File: src/rtl/nsa_pkg.sv
// Shared definitions for the nibble-serial adder: nibble width, FSM encoding
// and the index-width helper.
package nsa_pkg;

  localparam int NIB_W = 4;

  typedef enum logic [1:0] {
    IDLE = 2'd0,
    RUN  = 2'd1,
    DONE = 2'd2
  } state_t;

  // Bits needed to count 0..n-1, never less than one.
  function automatic int clog2(input int n);
    int r;
    r = 1;
    for (int i = 1; i < 31; i++) begin
      if ((1 << i) < n) r = i + 1;
    end
    return r;
  endfunction

endpackage

File: src/rtl/nsa_nibble_add.sv
// Combinational 4-bit ripple-carry adder, the single arithmetic stage shared
// by every nibble of an operation.
module nsa_nibble_add
  import nsa_pkg::*;
(
  input  logic [NIB_W-1:0] a4,
  input  logic [NIB_W-1:0] b4,
  input  logic             ci,
  output logic [NIB_W-1:0] s4,
  output logic             co
);

  logic [NIB_W:0] c;

  always_comb begin
    c    = '0;
    s4   = '0;
    c[0] = ci;
    for (int i = 0; i < NIB_W; i++) begin
      s4[i]  = a4[i] ^ b4[i] ^ c[i];
      c[i+1] = (a4[i] & b4[i]) | (c[i] & (a4[i] ^ b4[i]));
    end
    co = c[NIB_W];
  end

endmodule

File: src/rtl/nibble_serial_adder.sv
// Wide adder computing one nibble per clock, LSB first, with valid/ready on both sides.
// Define NSA_SUB_EN to add the sub port (a-b via inverted B and carry-in of 1).
module nibble_serial_adder
  import nsa_pkg::*;
#(
  parameter int WIDTH = 16
) (
  input  logic             clk,
  input  logic             rst,
  input  logic             in_valid,
  output logic             in_ready,
  input  logic [WIDTH-1:0] a,
  input  logic [WIDTH-1:0] b,
  input  logic             cin,
`ifdef NSA_SUB_EN
  input  logic             sub,
`endif
  output logic             out_valid,
  input  logic             out_ready,
  output logic [WIDTH-1:0] sum,
  output logic             cout,
  output logic             busy
);

  localparam int NNIB  = WIDTH / NIB_W;
  localparam int IDX_W = clog2(NNIB);
  localparam logic [IDX_W-1:0] LAST_IDX = IDX_W'(NNIB - 1);

  state_t           state;
  logic [WIDTH-1:0] a_q;
  logic [WIDTH-1:0] b_q;
  logic             sub_q;
  logic             carry;
  logic [IDX_W-1:0] idx;

  logic             start_sub;
  logic             start_carry;
`ifdef NSA_SUB_EN
  assign start_sub   = sub;
  assign start_carry = sub ? 1'b1 : cin;
`else
  assign start_sub   = 1'b0;
  assign start_carry = cin;
`endif

  logic [NIB_W-1:0] a_nib;
  logic [NIB_W-1:0] b_nib;
  logic [NIB_W-1:0] s_nib;
  logic             c_nib;

  assign a_nib = a_q[NIB_W*idx +: NIB_W];
  // Subtraction is a + ~b + 1; the +1 enters as the initial carry.
  assign b_nib = sub_q ? ~b_q[NIB_W*idx +: NIB_W] : b_q[NIB_W*idx +: NIB_W];

  nsa_nibble_add u_add (
    .a4 (a_nib),
    .b4 (b_nib),
    .ci (carry),
    .s4 (s_nib),
    .co (c_nib)
  );

  always_ff @(posedge clk) begin
    if (rst) begin
      state     <= IDLE;
      a_q       <= '0;
      b_q       <= '0;
      sub_q     <= 1'b0;
      carry     <= 1'b0;
      idx       <= '0;
      sum       <= '0;
      cout      <= 1'b0;
      out_valid <= 1'b0;
      busy      <= 1'b0;
      in_ready  <= 1'b1;
    end else begin
      case (state)
        IDLE: begin
          if (in_valid) begin
            a_q      <= a;
            b_q      <= b;
            sub_q    <= start_sub;
            carry    <= start_carry;
            idx      <= '0;
            state    <= RUN;
            in_ready <= 1'b0;
            busy     <= 1'b1;
          end
        end
        RUN: begin
          sum[NIB_W*idx +: NIB_W] <= s_nib;
          carry <= c_nib;
          idx   <= idx + 1'b1;
          if (idx == LAST_IDX) begin
            cout      <= c_nib;
            state     <= DONE;
            out_valid <= 1'b1;
          end
        end
        DONE: begin
          if (out_ready) begin
            state     <= IDLE;
            out_valid <= 1'b0;
            busy      <= 1'b0;
            in_ready  <= 1'b1;
          end
        end
        default: begin
          state     <= IDLE;
          out_valid <= 1'b0;
          busy      <= 1'b0;
          in_ready  <= 1'b1;
        end
      endcase
    end
  end

endmodule

File: config.mk
export PLATFORM = sky130hd
export DESIGN_NAME = nibble_serial_adder
export DESIGN_NICKNAME = d
export VERILOG_FILES = /design/src/rtl/nsa_pkg.sv /design/src/rtl/nsa_nibble_add.sv /design/src/rtl/nibble_serial_adder.sv
export SDC_FILE = /design/constraint.sdc
export NUM_CORES = 1
export LEC_CHECK = 0
export BUFFER_PORTS_ARGS = -buffer_cell sky130_fd_sc_hd__buf_2
export CAP_MARGIN = 40
export CELL_PAD_IN_SITES_DETAIL_PLACEMENT = 0
export CELL_PAD_IN_SITES_GLOBAL_PLACEMENT = 1
export CORE_MARGIN = 2
export CORE_UTILIZATION = 40
export CTS_CLUSTER_DIAMETER = 60
export DETAILED_ROUTE_END_ITERATION = 10
export GPL_TIMING_DRIVEN = 0
export HOLD_SLACK_MARGIN = 0.03
export PLACE_DENSITY_LB_ADDON = 0.3
export SYNTH_ARGS = -nofsm -noshare
export SYNTH_HDL_FRONTEND = slang
export SYNTH_SLANG_ARGS = --single-unit
File: constraint.sdc
create_clock -name clk -period 3.26 [get_ports clk]
set_input_delay 0.489 -clock clk [delete_from_list [all_inputs] [get_ports clk]]
set_output_delay 0.489 -clock clk [all_outputs]
set_load 0.02 [all_outputs]
## Word-level counts from Yosys, hierarchy flattened

Cells that the tools add are included.

| storage, ports and cells | value |
|---|---|
| flip-flop bits (word level) | 57 |
| bits in latches | 0 |
| bits in writable memories | 0 |
| bits in read-only memories | 0 |
| input bits | 37 |
| output and inout port bits | 20 |
| logic and storage cells | 69 |
| memories | 0 |

| operators by class | value |
|---|---|
| $add $sub $neg | 2 |
| $mul | 0 |
| div/mod/pow operators | 0 |
| $lt $le $gt $ge | 0 |
| eq/ne operators | 6 |
| shift-type cells | 4 |
| multiplexer cells | 17 |
| bitwise gates (word level) | 22 |
| reductions and logical operators | 8 |

Operators with widths:

| cell | number |
|---|---|
| 4-bit negator with 34-bit output | 1 |
| 4-bit by 34-bit variable shift with 16-bit output, first input constant | 1 |
| 4-bit by 34-bit indexed part select with 16-bit output | 1 |
| 16-bit by 5-bit indexed part select with 4-bit output | 2 |
| 16-bit bitwise mux | 1 |
| 1-bit case mux with 3 select lines | 3 |
| 3-bit AND reduction | 3 |
| 1-bit AND | 8 |
| 2-bit 2-to-1 mux | 4 |
| 1-bit bitwise XOR | 8 |
| 1-bit 2-to-1 mux | 6 |
| 2-bit inequality test, second input constant | 3 |
| 2-bit case mux with 3 select lines | 1 |
| 2-bit AND reduction | 3 |
| 2-bit == test, second input constant | 2 |
| 1-bit OR | 4 |
| 2-bit case mux with 2 select lines | 1 |
| 2-bit by 1-bit adder with 2-bit output, second input constant | 1 |
| 2-bit by 1-bit == test with 1-bit output, second input constant | 1 |
| 2-bit logical NOT | 1 |
| 1-bit inverter | 2 |
| 1-bit case mux with 2 select lines | 1 |
| 2-bit nonzero test | 1 |

## Depth between registers and ports, before layout

Gate-level depths: netlist of run 1.

| depth | value |
|---|---|
| depth after elaboration | 11 |
| gate-level depth with buffers | 12 |

## Modules after synthesis

From an unflattened synthesis of run 1, not the netlist that was laid out.

| unflattened totals | value |
|---|---|
| cell total of the unflattened synthesis | 295 |
| area total of the unflattened synthesis | 2,576.2 sq um |

By module, submodules not included:

| module | times used | cells an instance | area each (sq um) | sequential area each (sq um) |
|---|---|---|---|---|
| nibble_serial_adder | 1 | 281 | 2,458.6 | 1,141.1 |
| nsa_nibble_add | 1 | 14 | 117.6 | 0.0 |

## Least setup slack after synthesis of run 1

Ideal clock, no wire load.

| timing | value |
|---|---|
| path kind | register to register |
| start point | register idx[0] |
| end point | register sum[3] |
| library setup time | 92 ps |
| arrival time | 2,758 ps |
| setup slack | 410 ps |
| cell stages (with the launch flop) | 13 |
| path buffers | 1 |
| period minus slack after synthesis | 2,850 ps |
| path through | dfxtp_1 buf_4 mux4_2 inv_1 fa_1 inv_1 fa_1 inv_1 fa_1 inv_1 fa_1 inv_1 o32ai_1 |

| between the ends | value |
|---|---|
| word-level cells in the longest chain between the ends | 11 |

RTL lines:

| element | line | text |
|---|---|---|
| from (decl) | nibble_serial_adder.sv:34 | `logic [IDX_W-1:0] idx;` |
| from (signal assigned) | nibble_serial_adder.sv:93 | `idx <= idx + 1'b1;` |
| 16-bit by 5-bit indexed part select with 4-bit output (on tied branches) | nibble_serial_adder.sv:51, nibble_serial_adder.sv:53 |  |
| 1-bit bitwise XOR | nsa_nibble_add.sv:20, nsa_nibble_add.sv:21 |  |
| 1-bit AND | nsa_nibble_add.sv:21 | `c[i+1] = (a4[i] & b4[i]) \| (c[i] & (a4[i] ^ b4[i]));` |
| 1-bit OR | nsa_nibble_add.sv:21 |  |
| 1-bit AND | nsa_nibble_add.sv:21 |  |
| 1-bit OR | nsa_nibble_add.sv:21 |  |
| 1-bit AND | nsa_nibble_add.sv:21 |  |
| 1-bit OR | nsa_nibble_add.sv:21 |  |
| 1-bit bitwise XOR | nsa_nibble_add.sv:20 | `s4[i] = a4[i] ^ b4[i] ^ c[i];` |
| 4-bit by 34-bit indexed part select with 16-bit output | nibble_serial_adder.sv:91 | `sum[NIB_W*idx +: NIB_W] <= s_nib;` |
| 16-bit bitwise mux (*) | nibble_serial_adder.sv:91 |  |
| to (signal, indexed assignment) | nibble_serial_adder.sv:91 |  |
| to (decl) | nibble_serial_adder.sv:20 | `output logic [WIDTH-1:0] sum,` |

Mark *: on every way between the ends. The rest lies on a longest branch, timed or not.
A chain may end at the register's enable or synchronous reset.

## Worst setup path after layout of run 1

Ends and elaborated chain as after synthesis.

==> results of run 1 <==
-- routing by layer --
| metal | vias to the layer above | global-route usage, % |
|---|---|---|
| li1 | 1096 | - |
| met1 | 1015 | 22.9 |
| met2 | 52 | 29.6 |
| met3 | 8 | 5.90 |
| met4 | 0 | 6.06 |
| met5 | - | 0 |
-- worst min-delay path: stages --
cell and delay (ps):
buf_2 90, nand2_1 40, a21oi_1 50
-- kinds of logic (layout without fill, tap and decap cells) --
family | after synthesis | count (layout) | share of synthesized area (%)
AOI/OAI and AO/OA | 59 | 59 | 12.5
adders and majority gates | 10 | 10 | 6.00
buffers and inverters | 34 | 105 | 7.94
muxes | 10 | 10 | 7.74
and+or+nand+nor | 116 | 116 | 21.6
DFF | 57 | 57 | 44.1
-- sequential cells by signal, summed over array words and instances, names as in the netlist --
signal,count
a_q,16
b_q,16
sum,16
idx,2
state,2
busy,1
carry,1
cout,1
in_ready,1
out_valid,1
-- how the worst min path moves through the flow --
stage | startpoint | to | slack (ps) | cells past startpoint
3_3_place_gp | sum[5] | sum[5] | 440 | 2
6_report | a[11] | a_q[11] | 390 | 3
4_1_cts | a[11] | a_q[11] | 380 | 3
2_1_floorplan | a_q[10] | a_q[10] | 430 | 2
3_5_place_dp | sum[9] | sum[9] | 440 | 2
5_1_grt | a[14] | a_q[14] | 390 | 3
-- layout make-up --
class | count | area share, %
timing repair buffer | 55 | 8.77
buffer | 20 | 5.02
multi-input combinational | 195 | 39.5
clock inverter | 3 | 0.478
tap | 77 | 3.07
inverter | 14 | 1.67
sequential | 57 | 36.4
clock buffer | 13 | 5.06
-- cell usage in the layout (no fill, tap or decap), drive strengths merged, types with 6 or more instances in the layout --
cell type / n
nor2: 9
mux4: 8
a21oi: 50
buf: 67
nand4: 7
dfxtp: 57
ha: 6
inv: 14
nand2b: 6
nand2: 78
clkbuf: 21
-- power by group --
group	switching, mW	total [mW]	internal (mW)	leakage [nW]
sequential	0.0170	0.745	0.728	0.466
clock	0.269	0.582	0.314	0.0932
combinational	0.124	0.226	0.102	0.746
total	0.410	1.55	1.14	1.31
-- what timing repair did --
action,CTS,global route
setup endpoints to repair,1,4
gates resized for setup,1,3
setup buffers,0,0
cloned,0,0
pin swaps,0,0
-- per-stage QoR --
stage          power (mW)  util [%]  hold WS [ps]  area, µm²  worst slack, ps
2_1_floorplan       0.911         -           433       2580              410
3_3_place_gp        0.984      46.8           438       2960            -28.8
3_5_place_dp        0.987      46.8           443       2960            -3.61
4_1_cts              1.57      49.6           377       3130             73.2
5_1_grt              1.63      49.7           386       3140             18.3
6_report             1.55      49.7           390       3140              242
==> metrics.md, run 1 <==
| Metric | Value |
|---|---|
| # DRC | `0` |
| Avg Cell Area, Syn | `9.04 µm²` |
| FF+latch count, synth | `57` |
| Register area | `1140 µm²` |
| CP Class | `reg2reg` |
| Logic depth of the worst path, buffers included | `12` |
| Share of layout cells above drive strength 1 | `a little over a quarter` |
| Synth cell count leaders | `78 x nand2_1, 57 x dfxtp_1, 50 x a21oi_1, 14 x inv_1, 9 x nor2_1` |
| RSZ-0062 raised after global routing | `no` |
| Max clock buf depth | `2` |
| IO Pins | `57` |
| MaxCap Viol Count | `0` |
| Class of the worst hold path | `in2reg` |
| ANT cells | `0` |
| Non-Filler Instances | `434` |
| Routed wire length per instance | `13.6 µm` |
| Die H | `84.4 µm` |
| WL met1 | `between 2 and 3 mm` |
| Gr usage total | `18.2%` |
| Main flop type after synthesis | `dfxtp_1` |
| Slew @ Worst Pin | `approximately 500 ps` |
| TritonCTS clock tree | `built` |
| Vias in the first global route | `2,136` |
| Num rows | `29` |
| Core Area | `6310 µm²` |
| TritonCTS Buffers | `9` |
| Slowest CP cell | `fa_2` |
| Most used cell, CP | `inv_1` |
| # H-tree levels | `3` |
| Placed Cells | `418` |
| Critical path required time | `3500 ps` |
| Min Tclk post-route | `between 3000 and 4000 ps` |
| Period utilization | `92.6%` |
| IO buf count | `55` |
| TritonRoute pass-1 iters | `4` |
| Clock Latency Late Sink | `340 ps` |
| WL met3 | `between 200 and 300 µm` |
| Worst-path fanout max | `10` |
| Post-synthesis net count | `roughly 330` |
| Initial antenna violation count | `0` |
| Crit path buffers/inverters | `6` |
| Initial Util | `40.9%` |
| Hold_buf cts | `0` |
| Yosys top cell by area | `dfxtp_1` |
| Top post-synthesis cells by area | `dfxtp_1 44%, nand2_1 11%, a21oi_1 9.7%` |
| Via count | `2,171` |
| Cell area after synthesis | `between 2000 and 3000 µm²` |
| Worst vdd ir | `0.235 mV` |
| Pwr Density | `495 nW/µm²` |
| Register area share after synthesis | `between 40% and 50%` |
| GRT Residual Overflow | `0` |
| Setup TNS | `0 ps` |
| Register-to-Register Path Depth | `12` |
| Worst R2R End | `sum[3]` |
| GP Congestion | `0.801` |
| Clk sinks | `57` |
| First-pass GRT wire length | `just over 10 mm` |
| Final net count | `between 300 and 400` |
| Crit-path leading delay family | `adder cells` |
| Largest net degree at the start of global routing | `11` |
| EDFF count, synth | `0` |
| Die footprint | `7120 µm²` |
| Setup Skew | `8.48 ps` |
| Share of the synthesized area in the top cell type | `~44%` |
| Root Buffer | `clkbuf_8` |
| Top-count cell post-synth | `nand2_1` |
| Final max-slew violation count | `0` |
| Rel. slew slack | `66.7%` |
| DIE WIDTH | `84.4 µm` |
| Worst EP arrival | `between 3000 and 4000 ps` |
| Endpoints failing setup | `0` |
| Initial DRC count | `117` |
| Antenna-violating nets left | `0` |
| Via/cell ratio | `5.00` |
| Multi-input gate area | `1240 µm²` |
| Dpl hpwl | `4.36 mm` |
| P&R area growth vs syn | `21.4%` |
| Worst setup path start | `idx[0]` |
| Syn Inst Count | `approximately 290` |
| Synth warn | `0` |
| Crit end category | `flip-flop` |
| CP max stage delay | `590 ps` |
| Synth cell types | `32` |
| Fillers | `659` |
| Routed WL | `roughly 5.9 mm` |
| Final hold vios | `0` |
| Crit start category | `flip-flop` |
| Leak | `~1.3 nW` |
| Critical-path cell list | `buf_6 -> mux4_2 -> inv_1 -> fa_1 -> inv_1 -> fa_1 -> inv_1 -> fa_1 -> inv_1 -> fa_2 -> inv_1 -> o32ai_1` |
| Reg-to-Reg Start | `idx[0]` |
| Highest metal used | `met4` |
| Metal2 WL | `2.81 mm` |
| Flop2flop setup slack | `between 200 and 250 ps` |
| Share of flip-flops with an asynchronous set or reset | `0%` |
| Crit path capture | `sum[3]` |
| Status | `finished clean` |
| Clock-pin slew on the worst setup and hold paths | `60 ps` |
| Fmax | `331 MHz` |
No activity file was read; power rests on OpenSTA's default activity.
==> run 2: changes to the inputs <==
CORE_MARGIN = 10   (was 2)
clock period = 3.7 ns   (was 3.26 ns; I/O delays follow)
==> metrics.md, run 2 (synthesis results as in run 1) <==
| Metric | Value |
|---|---|
| Routed wire length per instance | `14.6 µm (was 13.6 µm)` |
| Post_cts resized | `0 (was 1)` |
| MaxCap Viol Count | `0 (unchanged)` |
| Met3 Usage GRT | `5.49% (was 5.90%)` |
| Hold_buf cts | `0 (unchanged)` |
| Via count | `2,166 (was 2,171)` |
| Crit start category | `flip-flop (unchanged)` |
| Rel. slew slack | `58.3% (was 66.7%)` |
| GRT Residual Overflow | `0 (unchanged)` |
| Worst EP arrival | `3530 ps (was 3260 ps)` |
| Most frequent cells in the layout | `78 x nand2_1, 59 x buf_2, 57 x dfxtp_1 (was 78 x nand2_1, 59 x buf_2, 56 x dfxtp_1)` |
| Final Util | `50.1% (was 49.7%)` |
| IO Pins | `57 (unchanged)` |
| Worst-path fanout max | `10 (unchanged)` |
| Core Area | `6310 µm² (unchanged)` |
| TritonCTS clock tree | `built (unchanged)` |
| Slew @ Worst Pin | `626 ps (was 499 ps)` |
| Power share of the clock group | `41.4% (was 37.5%)` |
| GP Congestion | `0.777 (was 0.801)` |
| ANT cells | `0 (unchanged)` |
| Period utilization | `88.9% (was 92.6%)` |
| Internal cell power | `1.10 mW (was 1.14 mW)` |
| Largest net degree at the start of global routing | `11 (unchanged)` |
| Gr usage total | `13.3% (was 18.2%)` |
| Antenna-violating nets left | `0 (unchanged)` |
| Crit end category | `flip-flop (unchanged)` |
| # DRC | `0 (unchanged)` |
| Max clock buf depth | `2 (unchanged)` |
| Final hold vios | `0 (unchanged)` |
| Class of the worst hold path | `reg2reg (was in2reg)` |
| DIE WIDTH | `100 µm (was 84.4 µm)` |
| Root Buffer | `clkbuf_8 (unchanged)` |
| Dpl hpwl | `4.69 mm (was 4.36 mm)` |
| First-pass GRT wire length | `10.7 mm (was 10.1 mm)` |
| Critical path required time | `3940 ps (was 3500 ps)` |
| Commonest non-fill, non-tap cell in the layout | `nand2_1 (unchanged)` |
| Initial DRC count | `115 (was 117)` |
| Fillers | `646 (was 659)` |
| Setup TNS | `0 ps (unchanged)` |
| Initial Util | `40.9% (unchanged)` |
| Switching share of power | `24.9% (was 26.4%)` |
| Largest regs | `a_q (16), b_q (16), sum (16) (unchanged)` |
| Fmax | `304 MHz (was 331 MHz)` |
| Endpoints failing setup | `0 (unchanged)` |
| Num rows | `29 (unchanged)` |
| Clock Latency Late Sink | `340 ps (about the same)` |
| RSZ-0062 raised after global routing | `no (unchanged)` |
| Met2 Usage GRT | `21.1% (was 29.6%)` |
| TritonCTS Buffers | `9 (unchanged)` |
| Clock-pin slew on the worst setup and hold paths | `60 ps (about the same)` |
| Pwr Density | `461 nW/µm² (was 495 nW/µm²)` |
| # H-tree levels | `3 (unchanged)` |
| CP Class | `reg2reg (unchanged)` |
| Combinational share of power | `13.6% (was 14.5%)` |
| Via/cell ratio | `4.99 (was 5.00)` |
| Setup Skew | `6.61 ps (was 8.48 ps)` |
| Psw | `0.362 mW (was 0.410 mW)` |
| GRT busiest layer | `met2 (unchanged)` |
| Die footprint | `10,100 µm² (was 7120 µm²)` |
| Worst vdd ir | `0.253 mV (was 0.235 mV)` |
| IO buf count | `55 (unchanged)` |
| Leak | `1.32 nW (was 1.31 nW)` |
| Seq pwr share | `45.0% (was 48.0%)` |
| Routed WL | `6.34 mm (was 5.89 mm)` |
| Met1 Use GR | `15.8% (was 22.9%)` |
| WHS | `444 ps (was 390 ps)` |
| Share of layout cells above drive strength 1 | `26.1% (was 26.9%)` |
| Clk sinks | `57 (unchanged)` |
| P&R area growth vs syn | `22.4% (was 21.4%)` |
| Post CTS Setup Buffer Count | `0 (unchanged)` |
| Status | `finished clean (unchanged)` |
| TritonRoute pass-1 iters | `4 (unchanged)` |
| Vias in the first global route | `2,243 (was 2,136)` |
| Final net count | `399 (unchanged)` |
| Min Tclk post-route | `3290 ps (was 3020 ps)` |
| Die H | `100 µm (was 84.4 µm)` |
| Initial antenna violation count | `0 (unchanged)` |
| Final max-slew violation count | `0 (unchanged)` |
==> run 2: worst max-delay path: stages (launching register included) <==
cell and delay [ps]:
dfxtp_1 380, clkbuf_1 510, mux4_2 400, inv_1 100, fa_1 170, inv_1 50
fa_1 340, inv_1 70, fa_1 160, inv_1 50, fa_1 610, inv_1 70
o32ai_1 280
==> run 2: metrics by stage <==
step                instance area, µm²  power [mW]  setup WS, ps  cells
finish                            3160        1.46           410    434
detailed placement                2960       0.870           382    418
global route                      3160        1.53           176    434
global placement                  2960       0.868           408    418
floorplan                         2580       0.802           850    286
CTS                               3160        1.47           371    434
==> run 2: final cells by class <==
class                           count  area [µm²]  area share (%)
Inverter                           14        52.6            1.66
Clock inverter                      2        35.0            1.11
Sequential cell                    57        1140            36.1
Timing Repair Buffer               55         275            8.70
Multi-Input combinational cell    195        1240            39.1
Tap cell                           77        96.3            3.04
Clock buffer                       14         173            5.46
Buffer                             20         153            4.82
==> run 2: metal layers <==
| layer | vias up | wire [µm] |
|---|---|---|
| met5 | - | 0 |
| li1 | 1100 | - |
| met3 | 10 | 411 |
| met4 | 0 | 79 |
| met2 | 46 | 3090 |
| met1 | 1010 | 2760 |
==> run 2: power groups by stage <==
stage	sequential, mW	clock, mW	combinational, mW
2_1_floorplan	0.670	0	0.132
4_1_cts	0.656	0.614	0.201
3_5_place_dp	0.670	0	0.200
5_1_grt	0.659	0.646	0.223
6_report	0.656	0.603	0.199
3_3_place_gp	0.669	0	0.199
==> run 2: worst paths after layout <==
check	start	slack, ps	cells past startpoint	end
setup / recovery	idx[1]	410	12	sum[3]
setup reg to reg	idx[1]	410	12	sum[3]
hold reg to reg	sum[4]	440	2	sum[4]
hold / removal	sum[4]	440	2	sum[4]
==> run 3: changes to the inputs <==
clock period = 3.5 ns   (was 3.7 ns; I/O delays follow)
==> metrics.md, run 3 (synthesis results as in run 1) <==
| Metric | Value |
|---|---|
| Status | `finished clean (unchanged)` |
| Gr usage total | `13.3% (unchanged)` |
| Commonest non-fill, non-tap cell in the layout | `nand2_1 (unchanged)` |
| Pwr Density | `487 nW/µm² (was 461 nW/µm²)` |
| Routed WL | `6.32 mm (was 6.34 mm)` |
| Routed wire length per instance | `14.6 µm (about the same)` |
| Slowest CP cell | `fa_1 (unchanged)` |
| Leak | `1.32 nW (about the same)` |
| Most frequent cells in the layout | `78 x nand2_1, 59 x buf_2, 57 x dfxtp_1 (unchanged)` |
| MaxCap Viol Count | `0 (unchanged)` |
| Critical path required time | `3740 ps (was 3940 ps)` |
| Clock Latency Late Sink | `340 ps (about the same)` |
| Initial antenna violation count | `0 (unchanged)` |
| Clk sinks | `57 (unchanged)` |
| Worst vdd ir | `0.267 mV (was 0.253 mV)` |
| Antenna-violating nets left | `0 (unchanged)` |
| Power share of the clock group | `41.4% (about the same)` |
| IO buf count | `55 (unchanged)` |
| Critical-path cell list | `buf_4 -> mux4_2 -> inv_1 -> fa_1 -> inv_1 -> fa_1 -> inv_1 -> fa_1 -> inv_1 -> fa_1 -> inv_1 -> o32ai_1 (was clkbuf_1 -> mux4_2 -> inv_1 -> fa_1 -> inv_1 -> fa_1 -> inv_1 -> fa_1 -> inv_1 -> fa_1 -> inv_1 -> o32ai_1)` |
| Internal cell power | `1.16 mW (was 1.10 mW)` |
| # H-tree levels | `3 (unchanged)` |
| IO Pins | `57 (unchanged)` |
| Dpl hpwl | `4.69 mm (unchanged)` |
| Crit end category | `flip-flop (unchanged)` |
| Initial DRC count | `86 (was 115)` |
| Initial Util | `40.9% (unchanged)` |
| First-pass GRT wire length | `10.7 mm (unchanged)` |
| TritonCTS clock tree | `built (unchanged)` |
| Class of the worst hold path | `in2reg (was reg2reg)` |
| Setup Skew | `6.27 ps (was 6.61 ps)` |
| Hold path cells | `3 (was 2)` |
| Via count | `2,161 (was 2,166)` |
| Crit start category | `flip-flop (unchanged)` |
| Final hold vios | `0 (unchanged)` |
| Via/cell ratio | `4.98 (was 4.99)` |
| Root Buffer | `clkbuf_8 (unchanged)` |
| Register-to-Register Path Depth | `12 (unchanged)` |
| Worst EP arrival | `3460 ps (was 3530 ps)` |
| Switching share of power | `24.9% (about the same)` |
| Placed Cells | `418 (unchanged)` |
| Setup TNS | `0 ps (unchanged)` |
| ANT cells | `0 (unchanged)` |
| CP max stage delay | `620 ps (was 610 ps)` |
| Worst-path fanout max | `10 (unchanged)` |
| Share of layout cells above drive strength 1 | `26.3% (was 26.1%)` |
| RSZ-0062 raised after global routing | `no (unchanged)` |
| Die H | `100 µm (unchanged)` |
| GP Congestion | `0.777 (unchanged)` |
| Largest net degree at the start of global routing | `11 (unchanged)` |
| Slew @ Worst Pin | `544 ps (was 626 ps)` |
| P&R area growth vs syn | `22.5% (was 22.4%)` |
| Num rows | `29 (unchanged)` |
| Final max-slew violation count | `0 (unchanged)` |
| Period utilization | `92.0% (was 88.9%)` |
| Rel. slew slack | `63.8% (was 58.3%)` |
| Most used cell, CP | `inv_1 (unchanged)` |
| Max clock buf depth | `2 (unchanged)` |
| Die footprint | `10,100 µm² (unchanged)` |
| Clock-pin slew on the worst setup and hold paths | `60 ps (about the same)` |
| Combinational share of power | `13.6% (about the same)` |
| Non-Filler Instances | `434 (unchanged)` |
| Psw | `0.384 mW (was 0.362 mW)` |
| GRT Residual Overflow | `0 (unchanged)` |
| Fmax | `311 MHz (was 304 MHz)` |
| CP Class | `reg2reg (unchanged)` |
| Seq pwr share | `45.0% (about the same)` |
| DIE WIDTH | `100 µm (unchanged)` |
| TritonRoute pass-1 iters | `4 (unchanged)` |
| # DRC | `0 (unchanged)` |
| Fillers | `645 (was 646)` |
| Largest regs | `a_q (16), b_q (16), sum (16) (unchanged)` |
| Endpoints failing setup | `0 (unchanged)` |
| Final net count | `399 (unchanged)` |
| TritonCTS Buffers | `9 (unchanged)` |
| Vias in the first global route | `2,243 (unchanged)` |
| Core Area | `6310 µm² (unchanged)` |
| Min Tclk post-route | `3220 ps (was 3290 ps)` |
-- run 3: stage by stage --
step / hold slack [ps] / utilization (%) / setup WS [ps] / cell area (µm²) / power (mW)
global placement: 436 / 46.8 / 208 / 2960 / 0.918
floorplan: 433 / - / 650 / 2580 / 0.848
global route: 404 / 50.1 / 54.1 / 3170 / 1.62
detailed placement: 442 / 46.8 / 182 / 2960 / 0.920
CTS: 409 / 50.1 / 171 / 3160 / 1.56
finish: 419 / 50.1 / 280 / 3170 / 1.54
-- run 3: per-layer routing --
layer	up-vias	track usage, %	wire length, µm
li1	1098	-	-
met5	-	0	0
met3	10	5.49	409
met4	0	4.89	79
met1	1009	15.8	2730
met2	44	21.1	3100
-- run 3: path summary, 6_finish.rpt --
kind              startpoint  endpoint  slack, ps
hold / removal         a[10]   a_q[10]        420
setup reg to reg      idx[0]    sum[3]        280
setup / recovery      idx[0]    sum[3]        280
hold reg to reg       sum[4]    sum[4]        440
-- run 3: cell type report --
type | count | area, µm² | area share [%]
multi-input combinational | 195 | 1240 | 39.1
clock buffer | 14 | 173 | 5.45
buffer | 20 | 154 | 4.86
inverter | 14 | 52.6 | 1.66
tap | 77 | 96.3 | 3.04
sequential | 57 | 1140 | 36.0
timing repair buffer | 55 | 275 | 8.70
clock inverter | 2 | 35.0 | 1.11
-- run 3: power groups by stage --
stage	registers [mW]	clock network, mW	logic (mW)
after floorplan	0.709	0	0.139
after global placement	0.707	0	0.211
after detailed placement	0.708	0	0.211
after CTS	0.694	0.650	0.212
after global routing	0.697	0.682	0.236
final	0.694	0.638	0.210
-- run 3: timing repair --
| action | CTS | global route |
|---|---|---|
| setup buffers | 0 | 0 |
| hold buffers | 0 | 0 |
| gates resized for setup | 0 | 2 |
| endpoints found under the setup margin | 0 | 1 |
-- run 3: worst max-delay path: cells and delay by family (launching register included) --
kind	cells	cell delay (ps)
adders and majority gates	4	1290
buffers and inverters	6	610
muxes	1	520
DFF	1	410
AOI/OAI and AO/OA	1	280
